<file path="src/rtl/simon64_96_decrypt_iter.sv">
// Iterative SIMON64/96 decryption core: expands a loaded 96-bit key into 42 stored
// round keys, then decrypts one 64-bit block per 42 cycles, one round per cycle.
module simon64_96_decrypt_iter (
   input  logic        clk,
   input  logic        rst_n,
   input  logic [95:0] key,
   input  logic        key_valid,
   output logic        key_ready,
   input  logic [63:0] in_text,
   input  logic        in_valid,
   output logic        in_ready,
   output logic [63:0] out_text,
   output logic        out_valid,
   input  logic        out_ready,
   output logic        busy
);

   typedef enum logic [2:0] {NOKEY, EXPAND, IDLE, RUN, DONE} stateT;

   localparam logic [63:0] Z2 = 64'h7369f885192c0ef5;
   localparam logic [31:0] C  = 32'hfffffffc;

   // SIMON round function on one 32-bit word
   function automatic logic [31:0] roundF(input logic [31:0] v);
      return ({v[30:0], v[31]} & {v[23:0], v[31:24]}) ^ {v[29:0], v[31:30]};
   endfunction

   // m = 3 key schedule step: c ^ z ^ k[i-3] ^ ROR3(k[i-1]) ^ ROR4(k[i-1])
   function automatic logic [31:0] expandWord(input logic [31:0] km1,
                                              input logic [31:0] km3,
                                              input logic        zBit);
      return C ^ {31'd0, zBit} ^ km3 ^ {km1[2:0], km1[31:3]} ^ {km1[3:0], km1[31:4]};
   endfunction

   stateT       stateR, stateS;
   logic [5:0]  cntR, cntS;
   logic [5:0]  rR, rS;
   logic [31:0] xR, xS, yR, yS;
   logic [63:0] outTextR, outTextS;
   logic        outValidR, outValidS;
   logic        busyR, keyReadyR, idleR;
   logic        keyLoadS, expWrS;
   logic [31:0] expWordS, roundYS;
   logic [31:0] roundKeyR [0:41];

   assign expWordS  = expandWord(roundKeyR[cntR - 6'd1], roundKeyR[cntR - 6'd3], Z2[cntR - 6'd3]);
   assign roundYS   = xR ^ roundF(yR) ^ roundKeyR[rR];

   assign key_ready = keyReadyR;
   assign in_ready  = idleR & ~key_valid;
   assign out_text  = outTextR;
   assign out_valid = outValidR;
   assign busy      = busyR;

   // Next-state, counter and datapath decode
   always_comb begin
      stateS    = stateR;
      cntS      = cntR;
      rS        = rR;
      xS        = xR;
      yS        = yR;
      outTextS  = outTextR;
      outValidS = outValidR;
      keyLoadS  = 1'b0;
      expWrS    = 1'b0;
      case (stateR)
         NOKEY: begin
            if (key_valid) begin
               keyLoadS = 1'b1;
               cntS     = 6'd3;
               stateS   = EXPAND;
            end else begin
               stateS   = NOKEY;
            end
         end
         EXPAND: begin
            expWrS = 1'b1;
            cntS   = cntR + 6'd1;
            if (cntR == 6'd41) begin
               stateS = IDLE;
            end else begin
               stateS = EXPAND;
            end
         end
         IDLE: begin
            if (key_valid) begin
               keyLoadS = 1'b1;
               cntS     = 6'd3;
               stateS   = EXPAND;
            end else if (in_valid) begin
               xS     = in_text[63:32];
               yS     = in_text[31:0];
               rS     = 6'd41;
               stateS = RUN;
            end else begin
               stateS = IDLE;
            end
         end
         RUN: begin
            xS = yR;
            yS = roundYS;
            if (rR == 6'd0) begin
               outTextS  = {yR, roundYS};
               outValidS = 1'b1;
               stateS    = DONE;
            end else begin
               rS = rR - 6'd1;
            end
         end
         DONE: begin
            if (out_ready) begin
               outValidS = 1'b0;
               stateS    = IDLE;
            end else begin
               stateS    = DONE;
            end
         end
         default: begin
            stateS = NOKEY;
         end
      endcase
   end

   // Control and data registers, with status outputs registered from the next state
   always_ff @(posedge clk) begin
      if (!rst_n) begin
         stateR    <= NOKEY;
         cntR      <= 6'd0;
         rR        <= 6'd0;
         xR        <= 32'd0;
         yR        <= 32'd0;
         outTextR  <= 64'd0;
         outValidR <= 1'b0;
         busyR     <= 1'b0;
         keyReadyR <= 1'b1;
         idleR     <= 1'b0;
      end else begin
         stateR    <= stateS;
         cntR      <= cntS;
         rR        <= rS;
         xR        <= xS;
         yR        <= yS;
         outTextR  <= outTextS;
         outValidR <= outValidS;
         busyR     <= (stateS == EXPAND) || (stateS == RUN);
         keyReadyR <= (stateS == NOKEY) || (stateS == IDLE);
         idleR     <= (stateS == IDLE);
      end
   end

   // Round-key storage: deliberately unreset, the FSM tracks validity
   always_ff @(posedge clk) begin
      if (rst_n && keyLoadS) begin
         roundKeyR[0] <= key[31:0];
         roundKeyR[1] <= key[63:32];
         roundKeyR[2] <= key[95:64];
      end else if (rst_n && expWrS) begin
         roundKeyR[cntR] <= expWordS;
      end
   end

endmodule
</file>
<file path="config.mk">
export PLATFORM = sky130hd
export DESIGN_NAME = simon64_96_decrypt_iter
export DESIGN_NICKNAME = d
export VERILOG_FILES = /design/src/rtl/simon64_96_decrypt_iter.sv
export SDC_FILE = /design/constraint.sdc
export NUM_CORES = 2
export LEC_CHECK = 0
export BUFFER_PORTS_ARGS = -buffer_cell sky130_fd_sc_hd__buf_4
export CAP_MARGIN = 25
export CORE_ASPECT_RATIO = 1.4
export CORE_MARGIN = 2
export CORE_UTILIZATION = 25
export DETAILED_ROUTE_END_ITERATION = 16
export PLACE_DENSITY_LB_ADDON = 0.12
export SYNTH_ARGS = -nofsm -noshare
export SYNTH_HDL_FRONTEND = slang
export SYNTH_SLANG_ARGS = --single-unit
</file>
<file path="constraint.sdc">
create_clock -name clk -period 6.5 [get_ports clk]
set_clock_uncertainty 0.15 [all_clocks]
set_input_delay 0 -clock clk [delete_from_list [all_inputs] [get_ports clk]]
set_output_delay 0 -clock clk [all_outputs]
set_load 0.01 [all_outputs]
</file>
# Word-level counts from Yosys, hierarchy flattened
# Memories as Yosys holds them, arrays and structs flattened. A register that Yosys moved wholly into a read port is not among the register bits.
# Index checks and enable logic that the tools add are counted.
# op_classes
reduce_logical	17
magnitude_cmp	1
n_addsub	4
muxes	36
n_eq_ne	14
bitwise	9
# op_table
cell	count
32-bit XOR	6
32-bit 2-to-1 mux	5
32-bit case mux with 2 select lines	2
6-bit 2-to-1 mux	7
32-bit bitwise AND	1
32-bit OR reduction	1
6-bit case mux with 2 select lines	2
3-bit case mux with 5 select lines	1
1-bit 2-to-1 mux	14
3-bit by 2-bit equality test with 1-bit output (second input constant)	4
6-bit by 1-bit subtractor with 6-bit output (second input constant)	2
2-bit inequality test (second input constant)	5
6-bit by 7-bit less-than comparator with 1-bit output (second input constant)	1
6-bit by 1-bit adder with 6-bit output (second input constant)	1
3-bit by 1-bit equality test with 1-bit output (second input constant)	2
6-bit equality test (second input constant)	1
3-bit logical NOT	2
6-bit logical NOT	1
3-bit 2-to-1 mux	2
3-bit AND reduction	2
2-bit nonzero test	3
6-bit by 2-bit subtractor with 6-bit output (second input constant)	1
2-bit 2-to-1 mux	2
2-bit AND reduction	2
other kinds (9)	11
# totals
elab_cells	93
register_bits	147
memories	2
mem_bits_ro	64
output_inout_bits	68
mem_bits_rw	1344
# memory_table
memory	words	width	rd	rd_ports_with_merged_regs	write_ports	line_no	text
roundKeyR	42	32	3	1	3	44	logic [31:0] roundKeyR [0:41];
(no name shown)	64	1	1	0	0	46	assign expWordS = expandWord(roundKeyR[cntR - 6'd1], roundKeyR[cntR - 6'd3], Z2[cntR - 6'd3]);

# Logic depth before layout (Yosys ltp)
# depth
ltp_word	8
mapped_depth	21

# Least setup slack after synthesis
# Ideal clock, no wire load.
# synth_path
kind	flip-flop to flip-flop
from	reg cntR[0]
to	mem roundKeyR[0][27] (data pin)
required_ns	6.208
setup_time_ns	0.142
arrival_time_ns	5.386
slack_ns	0.822
synth_period_minus_slack_ns	5.678
stages_incl_launch_ff	18
path_cell_list	dfxtp_1 buf_4 inv_1 buf_4 buf_4 buf_2 buf_2 ha_1 buf_4 buf_1 mux4_2 mux4_2 nand2_1 a21oi_1 a21oi_1 xnor2_1 xnor2_1 mux2_2
# synth_rtl
item	line_no	text
from (decl)	36	logic [5:0] cntR, cntS;
from (signal assigned)	139	cntR <= cntS;
to (decl)	44	

==> run metrics <==
status=completed; fmax=176.7 MHz; Setup violations, final=0; GPL Wtd Cong=0.8316; Netlist cell types=75; Critical Path Sink Type=flop; vias in the first global route=59880; mux share of post-synthesis cell area=32.04%; clock-pin slew on the worst setup and hold paths=0.07 ns; first-pass GRT wire length=545.5 mm; most frequent cells in the layout=edfxtp_1, mux4_2, nand2_1; starting DRC count in detailed routing=6344; Met1 Routed Length=161.4 mm; Lkg Pwr=33.03 nW; ranking of synthesized cells by area=edfxtp_1, mux4_2, dfxtp_1; layout cells sized above 1=35.95%; Cells after Synth=5230; simple-gate share of the synthesized area=5.377%; reg2reg path depth=11; crit share post-route=87.08%; min cycle time layout=5.660 ns; crit path DAT=6.20 ns; adder-cell share of the synthesized area=0.1025%; CTS tree=built; Skew-Pair Late Insertion Delay=0.89 ns; register area share after synthesis=53.07%; Area after DPL=94740 um^2; maxcap violations=0; highest layer used for signal routing=met5; number of synthesis warnings=0; Area Growth Syn to Fin=22.22%; critical path class=flop to flop; Final Hold Vio Count=0; Post-Syn Area=85450 um^2; GR Util All Layers=22.91%; root buf cell=clkbuf_16; width of the die=498.1 um; worst hold path type=input pin to flop; Synth Area in Compound Gates=4.579%; Clock Path Buffers=4; Yosys top cell area share=49.48%; Slew Limit Headroom=24.66%; Worst EP required=7.04 ns; H-tree depth=4; DRT antenna net count=0; final instance area=104400 um^2; WL/cell=38.58 um; Top FF cell, synth=edfxtp_1; Final WS setup=0.8396 ns; Port-buffer cells=232; Slew @ Worst Pin=1.130 ns; Nets=6064; largest family of logic cells by synthesized area=multiplexers; Met3 Wirelength=21.71 mm; gr ovfl total=0; Pwr per Cell Area=311.2 nW/um^2; Row Count=254; initial antenna violation count=15; WHS=0.06819 ns; Post-synth EDFFs=1408; hold depth=5; IO Pins=233; final std cells w/o fill=10510; Vias=58700; post-cts sizing count=0; cell taking the most area after synthesis=edfxtp_1; Clock Sinks=1561; crit-path max FO=20; Starting Density=25.06%; pin count of the biggest net entering global routing=97; net count after synthesis=5402; VDD IR max=0.0002056 V; pre-CTS WS=0.8897 ns; CP Launch Type=flop; core area=341000 um^2; dpl hpwl=257.9 mm; die area=346500 um^2; Die Ht=695.7 um; CTS Buf Count=182; number of remaining DRC errors=0; Pre-antenna DRT Iters=6; Final TNS setup=0 ns; detailed-route vias per instance=5.583; post-synthesis register bit count=1561; asr flop ratio synth=0%; synthesized area per cell=16.34 um^2; RSZ-0062 raised after global routing=no; Cells after DPL=9811; Synth Area in XOR/XNOR=1.952%; commonest non-fill, non-tap cell in the layout=edfxtp_1; DRT Wirelength=405.6 mm; Slew Viols, Final=0; routed length on met2=203.2 mm
## worst paths after layout
| path | startpoint | end | slack [ns] |
|---|---|---|---|
| min reg2reg | out_text[51] | out_text[51] | 0.32 |
| min | key_valid | stateR[1] | 0.07 |
| max reg2reg | cntR[2] | roundKeyR[8][1] | 0.84 |
| max | cntR[2] | roundKeyR[8][1] | 0.84 |
## cells by family after synthesis
| family | Yosys count |
|---|---|
| AND/OR/NAND/NOR | 1081 |
| flip-flops | 1561 |
| XOR/XNOR | 181 |
| multiplexers | 1336 |
| buffers and inverters | 472 |
| adder cells (fa/ha/maj) | 7 |
| AO/OA/AOI/OAI | 592 |
## final cells by class
| cell class | instances | area [um^2] |
|---|---|---|
| diodes | 3 | 7.507 |
| flip-flops and latches | 1561 | 45370 |
| well taps | 4480 | 5605 |
| inverters | 13 | 61.31 |
| repair buffers | 937 | 9049 |
| clock inverters | 100 | 1090 |
| clock buffers | 223 | 4811 |
| fillers | 33550 | 236600 |
| multi-input cells | 3197 | 38440 |
## stage by stage
step | util (%) | total power, mW
floorplan | - | 18.15
global placement | 27.72 | 21.78
detailed placement | 27.78 | 21.98
CTS | 30.61 | 32.75
global route | 30.62 | 33.54
finish | 30.63 | 32.50
## cell usage after synthesis, types with 4 or more instances
cell type / instances
a211oi_1: 26
a21boi_0: 42
a21oi_1: 106
a221oi_1: 11
a22oi_1: 43
a311oi_1: 15
a31oi_1: 65
a32oi_1: 44
a41oi_1: 6
and2_1: 54
and3_1: 24
buf_1: 37
buf_2: 162
buf_4: 67
buf_6: 26
buf_8: 4
clkbuf_1: 163
dfxtp_1: 153
edfxtp_1: 1408
ha_1: 7
inv_1: 11
mux2_2: 110
mux2i_1: 117
mux4_2: 1104
nand2_1: 647
nand2b_1: 4
nand3_1: 132
nand4_1: 11
nor2_1: 157
nor2b_1: 8
nor3_1: 20
nor4_1: 7
o2111ai_1: 4
o211a_1: 13
o211ai_1: 13
o21ai_0: 134
o21ai_1: 11
o22ai_1: 29
o311ai_0: 4
or3_1: 5
xnor2_1: 136
xnor2_2: 5
xor2_1: 37
## what timing repair did
| action | 4_1_cts | 5_1_grt |
|---|---|---|
| hold endpoints to repair | 221 | 0 |
| hold buffers | 374 | 0 |
| buffers inserted | 0 | 0 |
| setup endpoints to repair | 0 | 0 |
## sequential cells by signal (all words and copies together), names as in the netlist, named ones only
register,count
rR,6
out_valid,1
roundKeyR,1408
cntR,6
key_ready,1
stateR,3
yR,32
busy,1
out_text,64
xR,32
idleR,1
## critical path: stages, from the launching register on
cell     delay, ns
dfxtp_1       0.88
buf_4         0.37
a21oi_2       0.11
xor2_4        0.69
buf_12        0.32
buf_4         0.39
mux4_2        0.34
nand2_1       0.07
a31oi_1       0.79
xor2_1        0.22
xnor2_2       0.70
buf_4         0.34
## routing by layer
layer  up-vias  global-route usage, %
li1      23010                      -
met1     32220                  28.57
met2      2789                  39.77
met3       680                  2.999
met4         2                  9.716
met5         -                      0
## power by group
group	leakage (nW)	internal [mW]	total, mW	switching, mW
clock network	2.88	6.09	10.6	4.50
registers	13.9	13.5	13.6	0.0417
logic	16.2	2.69	8.35	5.67
total	33.0	22.3	32.5	10.2
Power figures use the tool's default switching activity.
